==> src/rtl/falafel_lsu_pkg.sv <==
// Shared types for the falafel free-list load/store unit.
//   lsu_op_t          : 3-bit operation code (encoding 7 is undefined)
//   header_data_t     : block header {addr, size, next_addr}
//   header_data_req_t : {val, lsu_op, header_data}
//   header_data_rsp_t : {val, header_data}
package falafel_lsu_pkg;

  typedef logic [2:0] lsu_op_t;

  localparam lsu_op_t OpLock        = 3'd0;
  localparam lsu_op_t OpUnlock      = 3'd1;
  localparam lsu_op_t OpLoad        = 3'd2;
  localparam lsu_op_t OpUpdate      = 3'd3;
  localparam lsu_op_t OpFreeInsert  = 3'd4;
  localparam lsu_op_t OpAllocInsert = 3'd5;
  localparam lsu_op_t OpDelete      = 3'd6;

  // Byte offset of the next_addr word inside a block header.
  localparam logic [63:0] BLOCK_NEXT_ADDR_OFFSET = 64'd8;

  typedef struct packed {
    logic [63:0] addr;
    logic [63:0] size;
    logic [63:0] next_addr;
  } header_data_t;

  typedef struct packed {
    logic         val;
    lsu_op_t      lsu_op;
    header_data_t header_data;
  } header_data_req_t;

  typedef struct packed {
    logic         val;
    header_data_t header_data;
  } header_data_rsp_t;

endpackage

==> src/rtl/falafel_lsu.sv <==
// Free-list load/store unit: turns one header-level request (lock, unlock, load, update,
// free/alloc insert, delete) into a short sequence of single-word memory accesses.
// Ports:
//   clk_i, rst_i          : clock, asynchronous active-high reset
//   req_i / req_ready_o   : request (req_i.val) and acceptance
//   rsp_o / rsp_err_o     : response (rsp_o.val), error flag qualified by rsp_o.val
//   rsp_ready_i           : response consumed
//   mem_*                 : single-outstanding word memory port (req/gnt, rvalid/rdata)
// Build option: define FALAFEL_LSU_LOCK_TIMEOUT_EN to abort a LOCK spin with an error after
// LOCK_RETRY_MAX consecutive nonzero lock reads; otherwise the spin is unbounded.
module falafel_lsu
  import falafel_lsu_pkg::*;
#(
  parameter logic [63:0] LOCK_ADDR      = 64'h0,
  parameter int unsigned LOCK_RETRY_MAX = 16
) (
  input  logic             clk_i,
  input  logic             rst_i,
  input  header_data_req_t req_i,
  output logic             req_ready_o,
  output header_data_rsp_t rsp_o,
  output logic             rsp_err_o,
  input  logic             rsp_ready_i,
  output logic             mem_req_o,
  output logic             mem_we_o,
  output logic [63:0]      mem_addr_o,
  output logic [63:0]      mem_wdata_o,
  input  logic             mem_gnt_i,
  input  logic             mem_rvalid_i,
  input  logic [63:0]      mem_rdata_i
);

  localparam logic [1:0] StIdle    = 2'd0;
  localparam logic [1:0] StMemReq  = 2'd1;
  localparam logic [1:0] StMemWait = 2'd2;
  localparam logic [1:0] StRsp     = 2'd3;

  localparam int unsigned      RetryW   = $clog2(LOCK_RETRY_MAX + 2);
  localparam logic [RetryW-1:0] RetryMax = RetryW'(LOCK_RETRY_MAX);

  logic [1:0]        state_q, state_d;
  // step 0 = size word (or lock read), step 1 = next_addr word (or lock write)
  logic              step_q, step_d;
  logic [RetryW-1:0] retry_q, retry_d, retry_inc;
  lsu_op_t           op_q, op_d;
  header_data_t      hd_q, hd_d;
  logic              err_q, err_d;
  // Low until the first edge after reset so ready rises on that edge.
  logic              init_q;
  logic              lock_op;

  assign lock_op   = (op_q == OpLock) || (op_q == OpUnlock);
  assign retry_inc = retry_q + RetryW'(1);

  function automatic logic op_legal(lsu_op_t op);
    case (op)
      OpLock, OpUnlock, OpLoad, OpUpdate, OpFreeInsert, OpAllocInsert, OpDelete: return 1'b1;
      default: return 1'b0;
    endcase
  endfunction

  always_comb begin
    state_d = state_q;
    step_d  = step_q;
    retry_d = retry_q;
    op_d    = op_q;
    hd_d    = hd_q;
    err_d   = err_q;
    unique case (state_q)
      StIdle: begin
        if (req_i.val && init_q) begin
          op_d    = req_i.lsu_op;
          hd_d    = req_i.header_data;
          retry_d = '0;
          // Single-write ops that touch only the second word start there directly.
          step_d  = (req_i.lsu_op == OpDelete) || (req_i.lsu_op == OpUnlock);
          err_d   = !op_legal(req_i.lsu_op);
          state_d = op_legal(req_i.lsu_op) ? StMemReq : StRsp;
        end
      end
      StMemReq: begin
        if (mem_gnt_i) state_d = StMemWait;
      end
      StMemWait: begin
        if (mem_rvalid_i) begin
          if (op_q == OpLoad) begin
            if (step_q) hd_d.next_addr = mem_rdata_i;
            else        hd_d.size      = mem_rdata_i;
          end
          if ((op_q == OpLock) && !step_q) begin
            if (mem_rdata_i == 64'h0) begin
              step_d  = 1'b1;
              retry_d = '0;
              state_d = StMemReq;
            end else begin
`ifdef FALAFEL_LSU_LOCK_TIMEOUT_EN
              if (retry_inc == RetryMax) begin
                err_d   = 1'b1;
                state_d = StRsp;
              end else begin
                retry_d = retry_inc;
                state_d = StMemReq;
              end
`else
              if (retry_q != RetryMax) retry_d = retry_inc;
              state_d = StMemReq;
`endif
            end
          end else if (step_q || (op_q == OpAllocInsert)) begin
            state_d = StRsp;
          end else begin
            step_d  = 1'b1;
            state_d = StMemReq;
          end
        end
      end
      StRsp: begin
        if (rsp_ready_i) state_d = StIdle;
      end
    endcase
  end

`ifndef FALAFEL_LSU_LOCK_TIMEOUT_EN
  logic unused_retry;
  assign unused_retry = ^retry_q;
`endif

  always_comb begin
    mem_req_o   = (state_q == StMemReq);
    mem_we_o    = 1'b0;
    mem_addr_o  = '0;
    mem_wdata_o = '0;
    if (mem_req_o) begin
      if (lock_op) begin
        mem_addr_o  = LOCK_ADDR;
        mem_we_o    = step_q;
        mem_wdata_o = {63'd0, step_q && (op_q == OpLock)};
      end else begin
        mem_addr_o = step_q ? hd_q.addr + BLOCK_NEXT_ADDR_OFFSET : hd_q.addr;
        mem_we_o   = (op_q != OpLoad);
        if (mem_we_o) mem_wdata_o = step_q ? hd_q.next_addr : hd_q.size;
      end
    end
  end

  always_comb begin
    rsp_o.val         = (state_q == StRsp);
    rsp_o.header_data = rsp_o.val ? hd_q : '0;
    rsp_err_o         = rsp_o.val && err_q;
    req_ready_o       = (state_q == StIdle) && init_q;
  end

  always_ff @(posedge clk_i or posedge rst_i) begin
    if (rst_i) begin
      state_q <= StIdle;
      step_q  <= 1'b0;
      retry_q <= '0;
      op_q    <= '0;
      hd_q    <= '0;
      err_q   <= 1'b0;
      init_q  <= 1'b0;
    end else begin
      state_q <= state_d;
      step_q  <= step_d;
      retry_q <= retry_d;
      op_q    <= op_d;
      hd_q    <= hd_d;
      err_q   <= err_d;
      init_q  <= 1'b1;
    end
  end

endmodule

==> config.mk <==
export PLATFORM = sky130hd
export DESIGN_NAME = falafel_lsu
export DESIGN_NICKNAME = d
export VERILOG_FILES = /design/src/rtl/falafel_lsu_pkg.sv /design/src/rtl/falafel_lsu.sv
export SDC_FILE = /design/constraint.sdc
export NUM_CORES = 1
export LEC_CHECK = 0
export CELL_PAD_IN_SITES_DETAIL_PLACEMENT = 1
export CELL_PAD_IN_SITES_GLOBAL_PLACEMENT = 1
export CORE_AREA = 2 2 228 230
export DETAILED_ROUTE_END_ITERATION = 12
export DIE_AREA = 0 0 230 232
export GPL_ROUTABILITY_DRIVEN = 0
export GPL_TIMING_DRIVEN = 1
export PLACE_DENSITY = 0.67
export SETUP_SLACK_MARGIN = 0.05
export SLEW_MARGIN = 10
export SYNTH_ARGS = -nofsm -noshare
export SYNTH_HDL_FRONTEND = slang
export SYNTH_SLANG_ARGS = --single-unit
export TNS_END_PERCENT = 100
==> constraint.sdc <==
create_clock -name clk_i -period 9.7 [get_ports clk_i]
set_clock_uncertainty 0.05 [all_clocks]
set_input_delay 1.94 -clock clk_i [delete_from_list [all_inputs] [get_ports clk_i]]
set_output_delay 1.94 -clock clk_i [all_outputs]
set_load 0.02 [all_outputs]
==> run metrics, run 1 <==
Critical Path RT 7710 ps; setup repair after global routing missed its margin no; status finished, final reports clean; library cells used by synthesis 57; Hold Crit Start hd_q[130]; #FFs+latches synth 200; Fin. Hold Viols 0; CTS Root Buffer Type clkbuf_16; syn_nets approximately 1,800; total congestion overflow 0; Hold/Removal Path Class register to register; clock sink count 200; post-synthesis area per instance about 8.3 sq um; MaxCap Viol Count 0; CP endpoint kind output port; vias in the first global route between 10,000 and 15,000; crit path time final 6250 ps; sequential-to-total area share from yosys stat 0.3953; post-DP HPWL just under 50 mm; pre-CTS setup slack roughly 3900 ps; Synthesis Warnings 0; Setup WS post-layout 3450 ps; Slew HR 0.2882; Hold Buf Count CTS 0; count leader, synth a21oi_1; CTS resizes 0; Worst setup SP type register; Leakage ~0.0080 uW; worst hold stages 1; IO Port Bufs between 500 and 600; most used flip-flop cell after synthesis dfrtp_1; vias approximately 14,000; terminus of the critical flop-to-flop path hd_q[77]; initial antenna violation count 7; top cell type's share of synthesized area 0.3953; Area Overhead vs Synth 55.27%; TritonRoute pass-1 iters 5; Nets 2,288; Via density roughly 5.2; Post-synth ARST share 1.000; IO Pins just under 600; r2r startpoint state_q[0]; Total Routed Length 67.04 mm; Mapped Cells approximately 1,500; critical path arrival approximately 4300 ps; Slew Viols, Final 0; WHS Endpoint hd_q[130]; Synth area leader dfrtp_1; share of layout cells above drive strength 1 0.06290; initial core utilization 0.2488; synth cell count leaders 279 x a21oi_1, 244 x nor2_1, 200 x dfrtp_1; final setup fails 0; WL per Instance 24.67 um; post-route ant nets 0; largest net degree at the start of global routing approximately 110; worst-path fanout max 43; CTS tree built; fmax between 150 and 200 MHz; core area ~51,000 sq um; R2R cell count 6; Fin Setup TNS 0 ps; die width 230 um; worst setup path class register to output port; Die ar. roughly 53,000 sq um; CTS H-tree lvls 4; Total Routing Usage GR 0.2471; Num CTS Buffers 17; first-pass GRT wire length between 90 and 100 mm; die height roughly 230 um; fin crit share 0.6443; Cell Pwr Density between 300 and 400 nW/um^2; r2r setup slk 5330 ps; Max VDD drop 145.7 uV; clk slew on worst S/H paths 80 ps; Post-route DRC 0; Synth area leaders dfrtp_1 40%, a21oi_1 11%, and3_1 9.7%; Rows 83; Post-Synthesis Cell Area about 13,000 sq um; Post-CTS Setup Bufs 0; number of synthesized flops with an enable pin 0; Worst Tran Pin Value around 1100 ps; clk_lat worst skew around 490 ps; Starting DRT DRC Count 763; Max clock buf depth 2
report_power, final:
part	leakage, uW	switching, uW	total [uW]	internal [uW]
combinational	0.00545	2120	3750	1620
sequential	0.00229	618	1880	1260
clock	0.000282	384	766	382
logic make-up (layout without fill, tap and decap cells):
group,after synthesis,after routing,synth area share
buffers and inverters,144,650,0.04536
muxes,122,122,0.1021
xor gates and xnor gates,37,37,0.02560
and+or+nand+nor,697,697,0.2969
other,1,3,0.0002962
adders and majority gates,1,1,0.0009882
DFF,200,200,0.3953
AOI/OAI and AO/OA,327,327,0.1334
worst max path at each step:
stage               startpoint              to  cells after the start
finish                  step_q  mem_addr_o[63]                      6
global placement        step_q  mem_addr_o[63]                      6
floorplan                rst_i           err_q                      1
detailed placement      step_q  mem_addr_o[63]                      6
CTS                     step_q  mem_addr_o[63]                      6
global route            step_q  mem_addr_o[63]                      6
layout by cell type, fill, tap and decap left out, drive strengths merged, types with 15 or more instances in the layout:
master / count
xor2: 23
a21oi: 279
clkbuf: 18
inv: 17
nor4: 33
mux2: 57
dfrtp: 200
buf: 15
and3: 199
mux2i: 65
o21ai: 28
nor2: 244
nand2: 33
nand3: 29
clkdlybuf4s50: 589
nand4: 41
and2: 71
state kept, by name, summed over array words and instances, names as in the netlist:
signal	flops
hd_q	192
op_q	3
state_q	2
err_q	1
init_q	1
step_q	1
metrics by stage:
stage	util	hold slack, ps	total power, uW	instances	cell area [sq um]
after floorplan	-	437.6	3883	1529	12660
after global placement	0.3748	456.2	5574	2683	19070
after detailed placement	0.3748	476.2	5648	2683	19070
after CTS	0.3862	493.4	6447	2715	19650
after global routing	0.3862	511.5	6818	2716	19650
final	0.3863	489.4	6394	2717	19660
metal layers:
metal	track usage	wire [um]
met1	0.2868	26850
met2	0.4317	33500
met4	0.07399	1410
met5	0	69
met3	0.08080	5206
layout make-up:
cell class              instances  area (sq um)
multi-input cells            1185          7137
well taps                     680         850.8
diodes                          2         5.005
clock buffers                  18         429.2
flip-flops and latches        200          5016
fillers                      6000         31230
inverters                      14         60.06
repair buffers                604          6008
clock inverters                14         150.1
worst max-delay path, cell delays in order, from the launching register on:
cell and delay (ps):
dfrtp_4 930, nand4_1 420, nor4_1 660, nand4_1 400, or3_1 440, a21oi_1 250, clkdlybuf4s50_1 660
No activity file was read; power rests on OpenSTA's default activity.
==> run 2, diff against run 1 <==
--- a/config.mk
+++ b/config.mk
@@ -7,12 +7,12 @@
 export LEC_CHECK = 0
 export CELL_PAD_IN_SITES_DETAIL_PLACEMENT = 1
 export CELL_PAD_IN_SITES_GLOBAL_PLACEMENT = 1
-export CORE_AREA = 2 2 228 230
+export CORE_AREA = 2 2 227 229
 export DETAILED_ROUTE_END_ITERATION = 12
-export DIE_AREA = 0 0 230 232
+export DIE_AREA = 0 0 229 231
 export GPL_ROUTABILITY_DRIVEN = 0
 export GPL_TIMING_DRIVEN = 1
-export PLACE_DENSITY = 0.67
+export PLACE_DENSITY = 0.71
 export SETUP_SLACK_MARGIN = 0.05
 export SLEW_MARGIN = 10
 export SYNTH_ARGS = -nofsm -noshare
==> constraint.sdc (replaced) <==
create_clock -name clk_i -period 5.5 [get_ports clk_i]
set_clock_uncertainty 0.05 [all_clocks]
set_input_delay 1.1 -clock clk_i [delete_from_list [all_inputs] [get_ports clk_i]]
set_output_delay 1.1 -clock clk_i [all_outputs]
set_load 0.02 [all_outputs]
==> run 2 against run 1 <==
Against the previous run: non-clock buffer count up 5; highest routed layer unchanged; power rose by 80%; flip-flop and latch count unchanged; critical path depth up 1; cell area increased by 0.94%; largest cell class unchanged; die area fell by 0.86%; cell count increased by 0.18%; combinational power up 83%; worst hold slack worse by 6.4 ps; wire length down 2.1%.
==> run metrics, run 2 (same netlist as run 1, synthesis figures left out) <==
Setup WS post-layout 390.8 ps (-3059 ps); fin crit share 0.9289; setup repair after global routing missed its margin no; critical path arrival 3960 ps (-300 ps); post-route ant nets 0 (unchanged); CTS H-tree lvls 4 (unchanged); Slew HR 0.2315 (-0.05667); WL per Instance 24.11 um (-2.3%); clock power share 0.131 (+0.011); Area Overhead vs Synth 56.73%; status finished, final reports clean; CTS Root Buffer Type clkbuf_16; Worst Tran Pin Value 1153 ps (+85.00 ps); initial core utilization 0.2498 (+0.001020); clk_lat worst skew 490 ps (about the same); share of layout cells above drive strength 1 0.06618 (+0.003277); internal power 5971 uW (+83%); Max VDD drop 300.4 uV (+110%); max reg flops 192 (unchanged); most flop-heavy register hd_q; largest registers hd_q (192), op_q (3), state_q (2); Worst setup SP type register; pre-CTS setup slack 906.1 ps (-3004 ps); Cell Pwr Density 578.7 nW/um^2 (+78%); Fillers 5,989 (-0.18%); crit path from step_q; vias in the first global route 14,870 (+1.7%); most common cell after layout, fill and taps aside clkdlybuf4s50_1; Logic pwr share 0.597 (+0.011); initial antenna violation count 7 (unchanged); MaxCap Viol Count 0 (unchanged); metal3 WL 4.948 mm (-5.0%); Starting DRT DRC Count 826 (+8.3%); Num CTS Buffers 17 (unchanged); first-pass GRT wire length 97.15 mm (-1.5%); most frequent cells in the layout 589 x clkdlybuf4s50_1, 279 x a21oi_1, 244 x nor2_1; r2r startpoint state_q[1]; die height 231 um (-0.43%); worst-path fanout max 40 (-7.0%); Critical Path RT 4350 ps (-3360 ps); Rows 83 (unchanged); Leakage 0.008096 uW (+0.89%); worst setup path class register to output port; largest net degree at the start of global routing 117 (+11%); CP endpoint kind output port; clk slew on worst S/H paths 70 ps (about the same); sequential share of power 0.272 (-0.022); Die ar. 52,900 sq um (-0.86%); IO Port Bufs 589 (unchanged); Pwr Total 11,480 uW (+80%); Nets 2,293 (+0.22%); IO Pins 590 (unchanged); clock sink count 200 (unchanged); core area 50,680 sq um (-0.41%); met2 WL 32.45 mm (-3.1%); CTS tree built; Post-route DRC 0 (unchanged); Max clock buf depth 2 (unchanged); crit path time final 5109 ps; final setup fails 0 (unchanged); post-DP HPWL 48.58 mm (-1.2%); total congestion overflow 0 (unchanged); Fin. Hold Viols 0 (unchanged); TritonRoute pass-1 iters 5 (unchanged); Fin Setup TNS 0 ps (unchanged); Total Routed Length 65.63 mm (-2.1%); Via density 5.160 (+0.14%); Hold Crit Start err_q; Total Routing Usage GR 0.2438 (-0.003263); Hold Buf Count CTS 0 (unchanged); DRT met1 WL 26.56 mm (-1.1%); Slew Viols, Final 0 (unchanged); top sig layer met5; die width 229 um (-0.43%); switch share 0.4800 (-0.009154); vias 14,050 (+0.32%); Switch Pwr 5511 uW (+76%); Hold/Removal Path Class register to register; fmax approximately 200 MHz
## run 2: cell count changes in the layout (fill, tap and decap cells not counted), moves of 2 or more
cell       change
buf_12         +4
nor4_1         -2
bufinv_16      +3
nor4_2         +2
clkinv_2       -4
clkinv_4       -2
clkbuf_8       +2
## run 2: final timing paths
kind,endpoint,cells after the start,slack (ps)
min in group asynchronous,hd_q[138],3,1080
worst min-delay path,err_q,2,480
worst min register to register,err_q,2,480
worst max-delay path,mem_addr_o[56],7,390
worst max register to register,hd_q[107],7,2190
max in group asynchronous,hd_q[19],4,3190
## run 2: stage by stage
stage	cells	util	hold slack, ps	instance area, sq um
after floorplan	1529	-	437.6	12660
after global placement	2688	0.3780	449.8	19160
after detailed placement	2688	0.3781	468.7	19160
after CTS	2720	0.3913	486.6	19830
after global routing	2721	0.3915	504.2	19840
final	2722	0.3915	483.0	19840
## run 2: metal layers
layer  global-route usage  vias up
li1                     -     6405
met1               0.2873     7049
met2               0.4235      493
met3              0.07559       90
met4              0.07427        8
met5                    0        -
## run 2: critical path: stages, from the launching register on
cell and delay [ps]:
dfrtp_4 460, buf_4 600, nand4_1 280, nor4_2 480
nand4_1 420, or3_1 430, a21oi_1 160, clkdlybuf4s50_1 630
## run 2: repair_timing
action | in CTS | in global routing
setup buffers | 0 | 0
setup endpoints to repair | 0 | 2
resized for setup | 0 | 1
## run 2: final cells by class
class	count	area, sq um	share of cell area
diodes	2	5.005	0.0002522
flip-flops and latches	200	5016	0.2528
clock inverters	12	211.5	0.01066
inverters	14	56.30	0.002838
repair buffers	609	6096	0.3072
multi-input cells	1185	7149	0.3603
clock buffers	20	456.7	0.02302
well taps	680	850.8	0.04288
## run 2: power by group through the flow
stage          logic [uW]  registers [uW]  clock network, uW
2_1_floorplan        4100            2750                  0
3_3_place_gp         6760            3060                  0
3_5_place_dp         6850            3130                  0
4_1_cts              6900            3110               1550
5_1_grt              7370            3250               1590
6_report             6850            3120               1510
